**config.mk**
```make
export PLATFORM = sky130hd
export DESIGN_NAME = inst_encoder
export DESIGN_NICKNAME = d
export VERILOG_FILES = /design/src/rtl/inst_encoder.sv
export SDC_FILE = /design/constraint.sdc
export NUM_CORES = 1
export LEC_CHECK = 0
export ABC_AREA = 1
export CAP_MARGIN = 30
export CORE_MARGIN = 3
export CORE_UTILIZATION = 43
export DETAILED_ROUTE_END_ITERATION = 12
export PLACE_DENSITY = 0.81
export SLEW_MARGIN = 20
export SYNTH_ARGS = -nofsm -noshare
export SYNTH_HDL_FRONTEND = slang
export SYNTH_SLANG_ARGS = --single-unit
export TNS_END_PERCENT = 10
```
**constraint.sdc**
```tcl
create_clock -name clk -period 2.3 [get_ports clk]
set_input_delay 0.46 -clock clk [delete_from_list [all_inputs] [get_ports clk]]
set_output_delay 0.46 -clock clk [all_outputs]
set_load 0.1 [all_outputs]
```
**src/rtl/inst_encoder.sv**
```systemverilog
// RISC-V I/S/B-type instruction encoder that writes packed words to consecutive
// instruction-memory locations through a back-pressured write port.
module inst_encoder #(
    parameter int unsigned           ADDR_WIDTH = 8,
    parameter logic [ADDR_WIDTH-1:0] BASE_ADDR  = '0
) (
    input  logic                  clk,
    input  logic                  rst_n,
    input  logic                  start,
    input  logic                  in_valid,
    output logic                  in_ready,
    input  logic [2:0]            op,
    input  logic [4:0]            rd,
    input  logic [4:0]            rs1,
    input  logic [4:0]            rs2,
    input  logic [31:0]           imm,
    output logic                  mem_we,
    input  logic                  mem_ready,
    output logic [ADDR_WIDTH-1:0] mem_addr,
    output logic [31:0]           mem_wdata,
    output logic [ADDR_WIDTH:0]   count,
    output logic                  full,
    output logic                  err,
    output logic [1:0]            err_code
);

    localparam logic [2:0] OpAddi = 3'd0;
    localparam logic [2:0] OpLw   = 3'd1;
    localparam logic [2:0] OpSw   = 3'd2;
    localparam logic [2:0] OpBeq  = 3'd3;
    localparam logic [2:0] OpBne  = 3'd4;

    localparam logic [1:0] ErrNone    = 2'b00;
    localparam logic [1:0] ErrRange   = 2'b01;
    localparam logic [1:0] ErrAlign   = 2'b10;
    localparam logic [1:0] ErrIllegal = 2'b11;

    localparam logic [ADDR_WIDTH:0] CountOne  = {{ADDR_WIDTH{1'b0}}, 1'b1};
    localparam logic [ADDR_WIDTH:0] CountFull = {1'b1, {ADDR_WIDTH{1'b0}}};

    typedef enum logic [0:0] {StIdle, StWrite} state_e;

    state_e                state_q, state_d;
    logic [ADDR_WIDTH:0]   count_q, count_d;
    logic [31:0]           wdata_q, wdata_d;
    logic                  err_q, err_d;
    logic [1:0]            err_code_q, err_code_d;

    // Request decode
    logic        is_itype, is_stype, is_btype, is_illegal;
    logic [2:0]  funct3;
    logic [6:0]  opcode;

    always_comb begin
        is_itype   = 1'b0;
        is_stype   = 1'b0;
        is_btype   = 1'b0;
        is_illegal = 1'b0;
        funct3     = 3'b000;
        opcode     = 7'b0000000;
        case (op)
            OpAddi: begin is_itype = 1'b1; funct3 = 3'b000; opcode = 7'b0010011; end
            OpLw:   begin is_itype = 1'b1; funct3 = 3'b010; opcode = 7'b0000011; end
            OpSw:   begin is_stype = 1'b1; funct3 = 3'b010; opcode = 7'b0100011; end
            OpBeq:  begin is_btype = 1'b1; funct3 = 3'b000; opcode = 7'b1100011; end
            OpBne:  begin is_btype = 1'b1; funct3 = 3'b001; opcode = 7'b1100011; end
            default: is_illegal = 1'b1;
        endcase
    end

    // Immediate range checks on the full 32-bit signed value
    logic signed [31:0] simm;
    logic               is_range_ok, b_range_ok;

    assign simm        = imm;
    assign is_range_ok = (simm >= -32'sd2048) && (simm <= 32'sd2047);
    assign b_range_ok  = (simm >= -32'sd4096) && (simm <= 32'sd4094);

    logic [1:0] req_code;

    always_comb begin
        req_code = ErrNone;
        if (is_illegal) begin
            req_code = ErrIllegal;
        end else if (is_btype ? !b_range_ok : !is_range_ok) begin
            req_code = ErrRange;
        end else if (is_btype && imm[0]) begin
            req_code = ErrAlign;
        end
    end

    // Instruction packing
    logic [31:0] enc_word;

    always_comb begin
        enc_word = {imm[11:0], rs1, funct3, rd, opcode};
        if (is_stype) begin
            enc_word = {imm[11:5], rs2, rs1, funct3, imm[4:0], opcode};
        end else if (is_btype) begin
            enc_word = {imm[12], imm[10:5], rs2, rs1, funct3, imm[4:1], imm[11], opcode};
        end
    end

    assign full = (count_q == CountFull);

    // Next-state and handshake outputs
    always_comb begin
        state_d    = state_q;
        count_d    = count_q;
        wdata_d    = wdata_q;
        err_d      = err_q;
        err_code_d = err_code_q;
        in_ready   = 1'b0;
        mem_we     = 1'b0;
        unique case (state_q)
            StIdle: begin
                in_ready = !full && !start;
                if (start) begin
                    count_d    = '0;
                    err_d      = 1'b0;
                    err_code_d = ErrNone;
                end else if (in_valid && in_ready) begin
                    if (req_code != ErrNone) begin
                        // Only the first error is recorded until restart
                        if (!err_q) begin
                            err_d      = 1'b1;
                            err_code_d = req_code;
                        end
                    end else begin
                        wdata_d = enc_word;
                        state_d = StWrite;
                    end
                end
            end
            StWrite: begin
                mem_we = 1'b1;
                if (mem_ready) begin
                    count_d = count_q + CountOne;
                    state_d = StIdle;
                end
            end
            default: state_d = StIdle;
        endcase
    end

    always_ff @(posedge clk or negedge rst_n) begin
        if (!rst_n) begin
            state_q    <= StIdle;
            count_q    <= '0;
            wdata_q    <= '0;
            err_q      <= 1'b0;
            err_code_q <= ErrNone;
        end else begin
            state_q    <= state_d;
            count_q    <= count_d;
            wdata_q    <= wdata_d;
            err_q      <= err_d;
            err_code_q <= err_code_d;
        end
    end

    // Address wraps naturally at 2**ADDR_WIDTH
    assign mem_addr  = BASE_ADDR + count_q[ADDR_WIDTH-1:0];
    assign mem_wdata = wdata_q;
    assign count     = count_q;
    assign err       = err_q;
    assign err_code  = err_code_q;

endmodule

```
# Word-level counts from Yosys, hierarchy flattened
# Cells that the tools add are included.
# Widths: inputs -> output; s select.
totals:
  mem_count: 0
  latch_bits: 0
  inputBits: 55
  ram_bits: 0
  wordCells: 68
  mem_bits_ro: 0
  register_bits: 45
op_classes:
  n_mux: 27
  shifts: 0
  n_eq_ne: 8
  n_reduce_logical: 20
  n_div: 0
  order_cmp: 4
  multipliers: 0
  n_bitwise: 3
  n_addsub: 1
ops:
  columns: ["operator", "n"]
  rows:
  - ["$mux 32", 2]
  - ["$ge 32x12->1 const B", 1]
  - ["$ge 32x13->1 const B", 1]
  - ["$le 32x12->1 const B", 1]
  - ["$le 32x13->1 const B", 1]
  - ["$pmux 7 s4", 1]
  - ["$mux 9", 2]
  - ["$pmux 9 s2", 1]
  - ["$mux 2", 7]
  - ["$mux 1", 12]
  - ["$add 9x1->9 const B", 1]
  - ["$eq 9x9->1 const B", 1]
  - ["$reduce_and 4->1", 2]
  - ["$eq 3x2->1 const B", 2]
  - ["$ne 2x2->1 const B", 3]
  - ["$reduce_bool 2->1", 3]
  - ["$logic_and 1x1->1", 5]
  - ["$reduce_or 5->1", 1]
  - ["$logic_not 1->1", 4]
  - ["$pmux 2 s2", 1]
  - ["$reduce_or 2->1", 2]
  - ["$eq 3x1->1 const B", 1]
  - ["$eq 3x3->1 const B", 1]
  - ["$logic_not 3->1", 1]
  - ["4 further kinds", 6]

# Longest topological paths before layout
depth:
  depth_word: 12
  mapped_depth: 15
  mapped_depth_nobuf: 14

# Worst setup path before layout
# OpenSTA, ideal clock, no wires.
synth_path:
  kind: "register to output"
  from: "reg count_q[0], in the netlist count[0]"
  to: "out in_ready"
  n_path_buf: 0
  path_stages_with_launch: 6
  required_ns: 1.840
  setup_slack_ns: -2.433
  t_arrival_ns: 4.273
  cell_sequence: "dfrtp_1 > inv_1 > ha_1 > nand4_1 > nor4_2 > nor3_1"
synth_via:
  elab_chain_cells: 4
synth_lines:
  columns: ["element", "line", "text"]
  rows:
  - ["start, declared", "44", "logic [ADDR_WIDTH:0] count_q, count_d;"]
  - ["start signal, assigned", "155", "count_q <= count_d;"]
  - ["$eq 9x9->1", "104", "assign full = (count_q == CountFull);"]
  - ["named net full", "22", "output logic full,"]
  - ["$logic_not 1->1", "117", "in_ready = !full && !start;"]
  - ["$logic_and 1x1->1", "117", null]
  - ["$mux 1", "115", "unique case (state_q)"]
  - ["end, declared", "11", "output logic in_ready,"]
# The timed path passes the listed nets, and every way through them passes these cells.

# Worst setup path after layout
layout_path:
  from: "reg count_q[1], in the netlist count[1]"
  to: "out in_ready"
layout_via:
  elab_chain_cells: 4
layout_lines:
  columns: ["element", "line"]
  rows:
  - ["$eq 9x9->1", "104"]
  - ["$logic_not 1->1", "117"]
  - ["$logic_and 1x1->1", "117"]
  - ["$mux 1", "115"]
# Every way passes these cells.

==> results <==
- Compared with the post-synthesis result, the final layout area differs by 47.6%.
- After synthesis, the largest family of logic cells by area is simple AND/OR/NAND/NOR gates.
- The detail route stage leaves a number of antenna-violating nets equal to 0.
- After Yosys synthesis, and, or, nand and nor cells account for a little under two fifths of the synthesized area.
- The class of the tightest hold or removal check is input pin to async pin.
- The share of the synthesized netlist area taken by xor and xnor gates is 0%.
- The top-level port count is 110.
- The startpoint identified for the worst register-to-register timing path is count[1].
- The cell area power density is 671 nW/um^2.
- For this configuration, the core starts out at a cell density of 45.4%.
- The core area is 5610 um^2.
- The slew at the pin closest to its max-slew limit is between 0.7 and 0.8 ns.
- The most critical setup path has its endpoint at in_ready.
- The final period demand of the worst path is 2.22 ns.
- The share of the cycle needed by the critical path after routing is 96.6%.
- STA puts the critical path data required time at roughly 1.8 ns.
- After detailed routing, the number of remaining DRC violations is 0.
- The timing-limited maximum frequency is 450 MHz.
- For this run, the post-layout net count is about 510.
- VDD sags by at most 0.000442 V.
- The synthesized netlist devotes 9.62% of its cell area to compound gates.
- The remaining global-route overflow is 0.
- Detailed routing placed a total of around 3400 um of wire on met2.
- Measured against the total synthesized area, the mux share comes to 0%.
- The detailed-route vias per instance is a little under 5.
- The worst setup skew after layout is 0.00677 ns.
- The setup fix buffers added after clock tree synthesis is 0.
- The worst setup path is launched from a flop.
- For this run, the register share of the synthesized area comes to 40.3%.
- The kind of critical path is flop to output port.
- The H-tree level count is 2.
- The detailed router put a total of 3010 um of wire on met1.
- Headroom to the max-slew limit came out at 52.3%.
- In the synthesized netlist, the number of instances is 344.
- The highest metal layer used by the detailed router is met4.
- The via count of the first global-routing pass is between 2k and 3k.
- The number of antenna cells inserted is 0.
- In this run the worst path has a maximum fanout of 4.
- In the final layout, flip-flops and latches occupy 1040 um^2.
- The wire-length estimate of the detail-placed layout is about 5500 um.
- The dominant register cell in the synthesized netlist is sky130_fd_sc_hd__dfrtp_1.
- Across every metal layer, demand over resource in global routing totals 20.6%.
- The number of detailed-route iterations in the first pass is 4.
- The final-report hold violation count came to 0.
- The count of buffers inserted at the top-level ports is around 110.
- After synthesis, the share of flip-flops with an asynchronous set or reset is 100%.
- In this run, post-CTS repair resized a total of 0 instances.
- Yosys mapped a number of flops with a built-in enable equal to 0.
- Measured in cells, the most critical reg-to-reg path has a length of 10.
- The placement row count is 27.
- The root buffer cell chosen for the clock tree is sky130_fd_sc_hd__clkbuf_8.
- The max-slew violation count is 0.
- The wire length on met3 is 394 um.
- The final non-filler cell area is 3760 um^2.
- The total cell area at the placement stage is 3660 um^2.
- The final RePlAce weighted congestion is 0.950.
- The horizontal die dimension is 83.0 um.
- A synthesized cell averages 7.41 um^2.
- The average wire per standard cell is approximately 13 um.
- The post-CTS clock slew at the launch and capture registers of the worst setup and hold paths is 0.08 ns.
- The flow ran to the end, and the final reports show no timing, DRC or antenna violations.
- The sum of negative setup slack is 0 ns.
- Summing all multi-input logic gate instances after layout gives between 1000 and 1500 um^2.
- The warning count from the yosys run is 0.
- The post-route netlist has 29.0% of its cells at a drive strength greater than 1.
- The clock latency at the later pin of the worst-skew pair is 0.30 ns.
- In this run, synthesis produced a sequential element count of 41.
- The number of DRC violations after detailed-routing iteration 0 is 159.
- The floorplan step set the die height to 83.0 um.
- Summing the areas of all fa, ha and maj instances in the mapped netlist gives 0.982% of the synthesized area.
- Setup slack on the worst reg-to-reg path comes out at 0.29 ns.
- The most critical setup path has its startpoint at count[1].
- The sort of element at the end of the critical path is an output port.
- The via count is 2576.
- After filler insertion, the fill cell instance count of the layout stands at 504.
- The leakage power of the design is ~1.9 nW.
- Setup repair after global routing could not meet its margin everywhere.
- The initial antenna violation count is 0.
- Entering global routing, the biggest net connects 42 pins.
- The total setup violations reported at the end of the flow is 0.
- TritonCTS built the clock tree.
- In this run, distinct cell masters in the synthesized netlist total 29.
- The number of sinks handled by clock tree synthesis is 41.
- The netlist area before placement is 2550 um^2.
- The wire length reported by the detailed router is 6980 um.
- The number of clock buffers added by TritonCTS is 5.
- The clock passes through at most 2 buffers.
- Data arrives at the worst endpoint at 1.76 ns.
- The reg-to-reg critical path endpoint is state_q.
- The floorplan step defined a die boundary enclosing between 6000 and 7000 um^2.
- The wire length of the first global-routing pass is 11800 um.
- The number of maximum-capacitance constraint violations is 0.
==> cells in the final DEF (no fill, tap or decap), drive strengths merged <==
cell type / n
ha: 2
nor3: 8
nand3: 30
a21oi: 15
clkinv: 1
conb: 3
clkdlybuf4s50: 53
nand2: 111
nor2: 44
nor4: 1
nor3b: 2
o21ai: 23
buf: 69
nand4: 5
dfrtp: 41
inv: 39
clkbuf: 7
o22ai: 1
==> metrics by stage <==
| step | power [mW] | instances | setup WS [ns] | utilization [%] | hold WS [ns] |
|---|---|---|---|---|---|
| CTS | 2.53 | 527 | 0.0557 | 67.1 | 0.234 |
| detailed placement | 2.02 | 519 | -0.0269 | 65.3 | 0.465 |
| floorplan | 1.69 | 346 | -0.695 | - | 0.164 |
| global placement | 2.00 | 519 | 0.0276 | 65.3 | 0.457 |
| global route | 2.62 | 527 | -0.00176 | 67.1 | 0.264 |
| finish | 2.52 | 527 | 0.0779 | 67.1 | 0.212 |
==> how the worst min path moves through the flow <==
stage	startpoint	to	slack (ns)	depth (start not counted)
floorplan	rst_n	count[2]	0.16	0
global placement	mem_wdata[15]	mem_wdata[15]	0.46	2
detailed placement	mem_wdata[7]	mem_wdata[7]	0.46	2
CTS	rst_n	count[3]	0.23	2
global route	rst_n	mem_wdata[18]	0.26	2
finish	rst_n	mem_wdata[18]	0.21	2
==> area by class of cell <==
cell class | instances | area share (%)
clock buffers | 7 | 2.56
clock inverters | 1 | 0.133
inverters | 39 | 4.09
multi-input cells | 245 | 33.4
flip-flops and latches | 41 | 27.6
well taps | 72 | 2.40
repair buffers | 122 | 29.8
==> flip-flops by register name, indices dropped and copies added, names as in the netlist <==
signal / count
mem_wdata: 28
count: 9
err_code: 2
err: 1
state_q: 1
==> worst max-delay path: stages (launching register included) <==
cell                      delay [ns]
sky130_fd_sc_hd__dfrtp_4        0.51
sky130_fd_sc_hd__inv_4          0.08
sky130_fd_sc_hd__ha_4           0.13
sky130_fd_sc_hd__nand4_1        0.13
sky130_fd_sc_hd__nor4_4         0.33
sky130_fd_sc_hd__nor3_4         0.08
sky130_fd_sc_hd__buf_12         0.20
==> cells in the mapped netlist, types with 2 or more instances <==
cell type / n / share of area (%)
sky130_fd_sc_hd__a21oi_1: 14 / 2.7
sky130_fd_sc_hd__buf_4: 14 / 4.1
sky130_fd_sc_hd__buf_6: 4 / 1.8
sky130_fd_sc_hd__clkbuf_1: 2 / 0.29
sky130_fd_sc_hd__dfrtp_1: 41 / 40
sky130_fd_sc_hd__ha_1: 2 / 0.98
sky130_fd_sc_hd__inv_1: 34 / 5.0
sky130_fd_sc_hd__inv_2: 4 / 0.59
sky130_fd_sc_hd__nand2_1: 95 / 14
sky130_fd_sc_hd__nand2_2: 14 / 3.4
sky130_fd_sc_hd__nand2_4: 2 / 0.88
sky130_fd_sc_hd__nand3_1: 29 / 5.7
sky130_fd_sc_hd__nand4_1: 5 / 1.2
sky130_fd_sc_hd__nor2_1: 36 / 5.3
sky130_fd_sc_hd__nor2_2: 6 / 1.5
sky130_fd_sc_hd__nor3_1: 8 / 1.6
sky130_fd_sc_hd__o21ai_0: 11 / 2.2
sky130_fd_sc_hd__o21ai_2: 12 / 4.1
==> layer usage <==
| layer | up-vias | track usage, % |
|---|---|---|
| met5 | - | 0 |
| met4 | 0 | 7.13 |
| met3 | 9 | 4.07 |
| met2 | 96 | 34.8 |
| met1 | 1179 | 26.4 |
| li1 | 1292 | - |
==> timing repair <==
item                                    in CTS  in global routing
pin swaps                                    1                  1
endpoints found under the setup margin       1                  1
cloned                                       0                  0
hold endpoints to repair                     0                  0
hold buffers                                 0                  0
==> where the power goes <==
group	switching, mW	internal (mW)
logic	0.856	0.284
clock network	0.251	0.271
registers	0.0578	0.803
total	1.17	1.36
==> cells by family after synthesis <==
group,Yosys count
AND/OR/NAND/NOR,201
AO/OA/AOI/OAI,39
flip-flops,41
buffers and inverters,60
adder cells (fa/ha/maj),2
other,1
No activity file was read; power rests on OpenSTA's default activity.
